--- src/rtl/cpu_hazard_pkg.sv ---
// cpu_hazard_pkg: shared types and helpers for the GRF hazard controller
package cpu_hazard_pkg;
  localparam int AW = 5;
  localparam int TW = 2;
  localparam logic [TW-1:0] TNEW_LINK = 2'd0;
  localparam logic [TW-1:0] TNEW_ALU  = 2'd1;
  localparam logic [TW-1:0] TNEW_LOAD = 2'd2;
  typedef enum logic [1:0] {FWD_GRF = 2'd0, FWD_E = 2'd1, FWD_M = 2'd2} fwd_sel_e;
  typedef struct packed {
    logic [AW-1:0] dst;
    logic [TW-1:0] tnew;
  } stage_ent_t;
  function automatic logic [TW-1:0] sat_dec(input logic [TW-1:0] x);
    return x != '0 ? TW'(x - 1'b1) : '0;
  endfunction
  // $0 is never a real producer, so it can never match a source
  function automatic logic src_match(input logic use_s, input logic [AW-1:0] s, input stage_ent_t x);
    return use_s && s != '0 && x.dst == s;
  endfunction
endpackage

--- src/rtl/hazard_stage_reg.sv ---
// hazard_stage_reg: one pipeline entry {dst, tnew} with bubble insert and saturating tnew decrement
module hazard_stage_reg
  import cpu_hazard_pkg::*;
(
  input  logic          clk,
  input  logic          reset,
  input  logic          bubble_i,
  input  logic          dec_i,
  input  logic [AW-1:0] dst_i,
  input  logic [TW-1:0] tnew_i,
  output logic [AW-1:0] dst_o,
  output logic [TW-1:0] tnew_o
);
  stage_ent_t ent_q, ent_d;
  always_comb ent_d = bubble_i ? '0 : stage_ent_t'{dst: dst_i, tnew: dec_i ? sat_dec(tnew_i) : tnew_i};
  always_ff @(posedge clk) ent_q <= reset ? '0 : ent_d;
  assign dst_o  = ent_q.dst;
  assign tnew_o = ent_q.tnew;
endmodule

--- src/rtl/grf_hazard_ctrl.sv ---
// grf_hazard_ctrl: D-stage stall/forward control from E/M/W destination tracking
// HAZARD_FWD_EN enables Tnew/Tuse stalling and E/M forward selects.
module grf_hazard_ctrl
  import cpu_hazard_pkg::*;
(
  input  logic          clk,
  input  logic          reset,
  input  logic          d_valid,
  input  logic [AW-1:0] d_rs,
  input  logic [AW-1:0] d_rt,
  input  logic          d_use_rs,
  input  logic          d_use_rt,
  input  logic [TW-1:0] d_tuse_rs,
  input  logic [TW-1:0] d_tuse_rt,
  input  logic [AW-1:0] d_dst,
  input  logic [TW-1:0] d_tnew,
  output logic          stall,
  output logic [1:0]    fwd_rs_sel,
  output logic [1:0]    fwd_rt_sel,
  output logic [AW-1:0] w_dst
);
  stage_ent_t e, m;
  logic [TW-1:0] w_tnew;
  logic stall_rs, stall_rt, unused;
  hazard_stage_reg u_e (.clk, .reset, .bubble_i(~d_valid | stall), .dec_i(1'b0),
    .dst_i(d_dst), .tnew_i(d_tnew), .dst_o(e.dst), .tnew_o(e.tnew));
  hazard_stage_reg u_m (.clk, .reset, .bubble_i(1'b0), .dec_i(1'b1),
    .dst_i(e.dst), .tnew_i(e.tnew), .dst_o(m.dst), .tnew_o(m.tnew));
  hazard_stage_reg u_w (.clk, .reset, .bubble_i(1'b0), .dec_i(1'b1),
    .dst_i(m.dst), .tnew_i(m.tnew), .dst_o(w_dst), .tnew_o(w_tnew));
`ifdef HAZARD_FWD_EN
  function automatic logic src_stall(input logic use_s, input logic [AW-1:0] s, input logic [TW-1:0] tuse,
                                     input stage_ent_t x, input stage_ent_t y);
    return (src_match(use_s, s, x) && x.tnew > tuse) || (src_match(use_s, s, y) && y.tnew > tuse);
  endfunction
  // youngest producer wins: an E match that is not ready blocks an older ready M value
  function automatic fwd_sel_e src_fwd(input logic use_s, input logic [AW-1:0] s,
                                       input stage_ent_t x, input stage_ent_t y);
    return src_match(use_s, s, x) ? (x.tnew == '0 ? FWD_E : FWD_GRF)
         : (src_match(use_s, s, y) && y.tnew == '0) ? FWD_M : FWD_GRF;
  endfunction
  assign stall_rs   = src_stall(d_use_rs, d_rs, d_tuse_rs, e, m);
  assign stall_rt   = src_stall(d_use_rt, d_rt, d_tuse_rt, e, m);
  assign fwd_rs_sel = src_fwd(d_use_rs, d_rs, e, m);
  assign fwd_rt_sel = src_fwd(d_use_rt, d_rt, e, m);
  assign unused     = ^w_tnew;
`else
  function automatic logic src_stall(input logic use_s, input logic [AW-1:0] s,
                                     input stage_ent_t x, input stage_ent_t y);
    return src_match(use_s, s, x) || src_match(use_s, s, y);
  endfunction
  assign stall_rs   = src_stall(d_use_rs, d_rs, e, m);
  assign stall_rt   = src_stall(d_use_rt, d_rt, e, m);
  assign fwd_rs_sel = FWD_GRF;
  assign fwd_rt_sel = FWD_GRF;
  assign unused     = ^{w_tnew, d_tuse_rs, d_tuse_rt};
`endif
  assign stall = d_valid & (stall_rs | stall_rt);
endmodule

--- config.mk ---
export PLATFORM = sky130hd
export DESIGN_NAME = grf_hazard_ctrl
export DESIGN_NICKNAME = d
export VERILOG_FILES = /design/src/rtl/cpu_hazard_pkg.sv /design/src/rtl/hazard_stage_reg.sv /design/src/rtl/grf_hazard_ctrl.sv
export SDC_FILE = /design/constraint.sdc
export NUM_CORES = 1
export LEC_CHECK = 0
export ABC_CLOCK_PERIOD_IN_PS = 4000
export CORE_UTILIZATION = 65
export CTS_BUF_LIST = sky130_fd_sc_hd__clkbuf_16
export DETAILED_ROUTE_END_ITERATION = 8
export DONT_BUFFER_PORTS = 1
export GPL_ROUTABILITY_DRIVEN = 0
export GPL_TIMING_DRIVEN = 0
export PLACE_DENSITY_LB_ADDON = 0.12
export SYNTH_ARGS = -nofsm -noshare
export SYNTH_HDL_FRONTEND = slang
export SYNTH_HIERARCHICAL = 1
export SYNTH_SLANG_ARGS = --single-unit
--- constraint.sdc ---
create_clock -name clk -period 4 [get_ports clk]
set_input_delay 0.2 -clock clk [delete_from_list [all_inputs] [get_ports clk]]
set_output_delay 0.2 -clock clk [all_outputs]
set_load 0.01 [all_outputs]
# Word-level counts from Yosys, hierarchy flattened
# Cells that the tools add are included.
dict set report totals {
  ff_bits 15
  input_bits 26
  output_inout_bits 10
}
dict set report classes {
  eq_ne 4
  bitwise_logic 4
  n_reduce_logical 11
}
# cell count
set ops {}
lappend ops {{5-bit equality test} 4}
lappend ops {{5-bit nonzero test} 2}
lappend ops {{1-bit logical AND} 6}
lappend ops {{1-bit logical OR} 2}
lappend ops {{1-bit bitwise OR} 2}
lappend ops {{2-bit OR reduction} 1}
lappend ops {{1-bit bitwise AND} 1}
lappend ops {{1-bit inverter} 1}

# Logic depth before layout (Yosys ltp)
dict set report depth {
  depth_word 8
  mapped_depth 6
  ltp_nobuf 6
}

# By module
# Netlist, hierarchy kept.
# mod instances cells_each area_per_inst_um2 seq_area_each_um2
set by_module_without_submodules {}
lappend by_module_without_submodules {hazard_stage_reg 3 18 220.2 140.1}
lappend by_module_without_submodules {grf_hazard_ctrl 1 43 316.6 0.0}

# Least setup slack after synthesis
# OpenSTA, ideal clock, no wires.
dict set report synth_timing {
  path_kind {input port to flip-flop}
  startpoint {input d_rt[1]}
  endpoint {register u_e/tnew_o[0] (netlist name)}
  setup_ns 0.066
  arrival_ns 1.316
  slack_ns 2.618
  stages 5
  path_buffers 0
  path_cell_list {or4_1 > o21ai_1 > o221ai_1 > nor2_2 > a21boi_2}
}
# item line
set synth_lines {}
lappend synth_lines {{start, declared} grf_hazard_ctrl.sv:10} ;# input logic [AW-1:0] d_rt,

# Worst setup path in the final report
dict set report layout_timing {
  startpoint {register u_m.ent_q (netlist bit u_m/dst_o[3])}
  endpoint {output stall}
}
dict set report layout_between {
  elab_chain_len 5
}
# item line
set layout_rtl {}
lappend layout_rtl {{start, declared} hazard_stage_reg.sv:14} ;# stage_ent_t ent_q, ent_d;
lappend layout_rtl {{start signal, assigned} hazard_stage_reg.sv:16} ;# always_ff @(posedge clk) ent_q <= reset ? '0 : ent_d;
lappend layout_rtl {{5-bit equality test} cpu_hazard_pkg.sv:18} ;# return use_s && s != '0 && x.dst == s;
lappend layout_rtl {{1-bit logical AND} cpu_hazard_pkg.sv:18}
lappend layout_rtl {{1-bit logical OR} grf_hazard_ctrl.sv:50} ;# return src_match(use_s, s, x) || src_match(use_s, s, y);
lappend layout_rtl {{1-bit bitwise OR (*)} grf_hazard_ctrl.sv:58} ;# assign stall = d_valid & (stall_rs | stall_rt);
lappend layout_rtl {{1-bit bitwise AND (*)} grf_hazard_ctrl.sv:58}
lappend layout_rtl {{end, declared} grf_hazard_ctrl.sv:17} ;# output logic stall,
# Every way passes the cells marked *; elsewhere a longest branch is shown, timed or not.

==> impl_metrics.json <==
{
  "status": "completed",
  "cts_sinks": 15,
  "post-cts-setup-buffers": 0,
  "maxSlewViolCount": 0,
  "clock_skew_ns": 0.000522,
  "syn_area_sq_um": 741,
  "die_area_sq_mm": 0.00128,
  "initial_core_util_pct": 74.7,
  "clk_path_buf_depth": 2,
  "area_growth_pct": 15.5,
  "num_vias": 538,
  "placed_cell_area_sq_um": 776,
  "routed_wl_um": 1640,
  "tns_ns": 0,
  "setup_ws_ns": 2.27,
  "cts_tree": "built",
  "synth.avg_cell_area_sq_um": 9.88,
  "syn_inst": 75,
  "cts.clk_slew.worst_paths_ns": 0.05,
  "top_level_ports": 36,
  "cts-htree-levels": 1,
  "grt_antenna_before_repair": 0,
  "cp_slowest_stage_delay_ns": 0.33,
  "drive_above_1_share_pct": 29.8,
  "first_global_vias": 579,
  "crit_path_end": "stall",
  "startpoint_type": "flop",
  "fin_crit_sh_pct": 43.3,
  "drc_errors": 0,
  "cts_buffers": 3,
  "worstPathRequired_ns": 3.80,
  "nFillCells": 56,
  "hold_viol": 0,
  "stdcell_count": 97,
  "dp_hpwl_um": 1090,
  "rsz0062_at_grt": "no",
  "grt_pass1_wl_um": 2550,
  "grt-ovfl-total": 0,
  "hold_depth": 1,
  "ctsResizeCount": 0,
  "final_nets": 111,
  "yosys_warnings": 6,
  "dieHeight_um": 35.8,
  "drtPass1Iterations": 5,
  "powerDensity_mw_per_mm2": 449,
  "row_count": 11,
  "n_antenna_cell": 0,
  "dp_slack_ns": 2.50,
  "dp_cells": 93,
  "port_buffers": 0,
  "reg2regPathDepth": 6,
  "reg2reg_slack_ns": 2.49,
  "crit_chain": "xor2_1 > nor3_1 > a22oi_1 > o22ai_1 > and2_1",
  "end_kind": "primary output",
  "gr-usage-all-layers_pct": 30.3,
  "hp-class": "in -> reg",
  "crit_fanout": 3,
  "clock_latency_ns": 0.25,
  "crit_type": "reg -> out",
  "grt_max_degree": 10,
  "max_freq_mhz": 578,
  "cts_root_buffer": "clkbuf_16",
  "wire_per_inst_um": 16.9,
  "cp.arrival_ns": 1.53,
  "reg2reg_to": "u_e/dst_o[1]$_SDFF_PP0_",
  "ant_nets": 0,
  "hold_buffers": 0,
  "crit_start": "u_m/dst_o[3]$_SDFF_PP0_",
  "ir_worst_vdd_mv": 0.336,
  "p_leak_uw": 0.000403,
  "hold_slack_ns": 0.0900,
  "design_area_sq_um": 856,
  "cap_violations": 0,
  "r2r-start": "u_m/dst_o[4]$_SDFF_PP0_",
  "fin_crit_ns": 1.73,
  "drtIter0Drc": 4,
  "die_x_um": 35.8,
  "drt-vias-per-instance": 5.55,
  "cp_slowest_cell": "dfxtp_1",
  "core_region_area_sq_um": 991,
  "setup_viol": 0
}
## stage by stage
stage | total power (uW) | util [%]
after floorplan | 184 | -
after CTS | 385 | 86.4
after global routing | 397 | 86.4
after detailed placement | 189 | 78.3
after global placement | 187 | 78.3
final | 384 | 86.4
## where the power goes
group	internal, uW	switching [uW]
clock network	134	61.9
logic	15.7	15.3
registers	153	4.19
total	302	81.4
## sequential cells by signal (all words and copies together), names as in the netlist
name / flops
u_e/dst_o: 5
u_m/dst_o: 5
u_w/dst_o: 5
## final cells by class
cell class / instances / area [sq um] / area share (%)
Multi-Input combinational cell: 61 / 429 / 50.1
Sequential cell: 15 / 300 / 35.1
Clock buffer: 3 / 75.1 / 8.77
Buffer: 4 / 30.0 / 3.51
Tap cell: 13 / 16.3 / 1.90
Clock inverter: 1 / 5.00 / 0.585
## worst max-delay path, delay by kind of cell (launching register included)
| family | cells | cell delay [ns] |
|---|---|---|
| xor+xnor | 1 | 0.15 |
| compound gates | 2 | 0.36 |
| simple gates | 2 | 0.45 |
| flops | 1 | 0.33 |
## metal layers
metal  vias to the layer above  share of wire (%)  GRT usage (%)
li1                        251                  -              -
met1                       248                 35           25.9
met2                        31                 53           56.4
met3                         8                7.8           12.7
met4                         0                3.7           18.3
met5                         -                  0              0
## layout by cell type, fill, tap and decap left out
cell type	count
clkbuf_16	3
conb_1	6
o21ai_2	1
buf_4	4
o21ai_1	1
o22ai_1	1
clkinv_2	1
or4_1	1
xor2_1	20
o221ai_1	1
and2_1	4
a22oi_1	2
nor2_2	3
nor3_1	4
nor2_1	4
or4_4	1
dfxtp_1	15
and2_2	12
## worst min path at each step
stage	endpoint	slack (ns)	from
final	u_e/dst_o[0]$_SDFF_PP0_	0.09	d_dst[0]
after global routing	u_e/dst_o[2]$_SDFF_PP0_	0.08	d_dst[2]
after CTS	u_e/dst_o[2]$_SDFF_PP0_	0.09	d_dst[2]
after detailed placement	u_e/dst_o[3]$_SDFF_PP0_	0.33	d_dst[3]
after global placement	u_e/dst_o[3]$_SDFF_PP0_	0.32	d_dst[3]
after floorplan	u_e/dst_o[3]$_SDFF_PP0_	0.32	d_dst[3]
No activity file was read; power rests on OpenSTA's default activity.
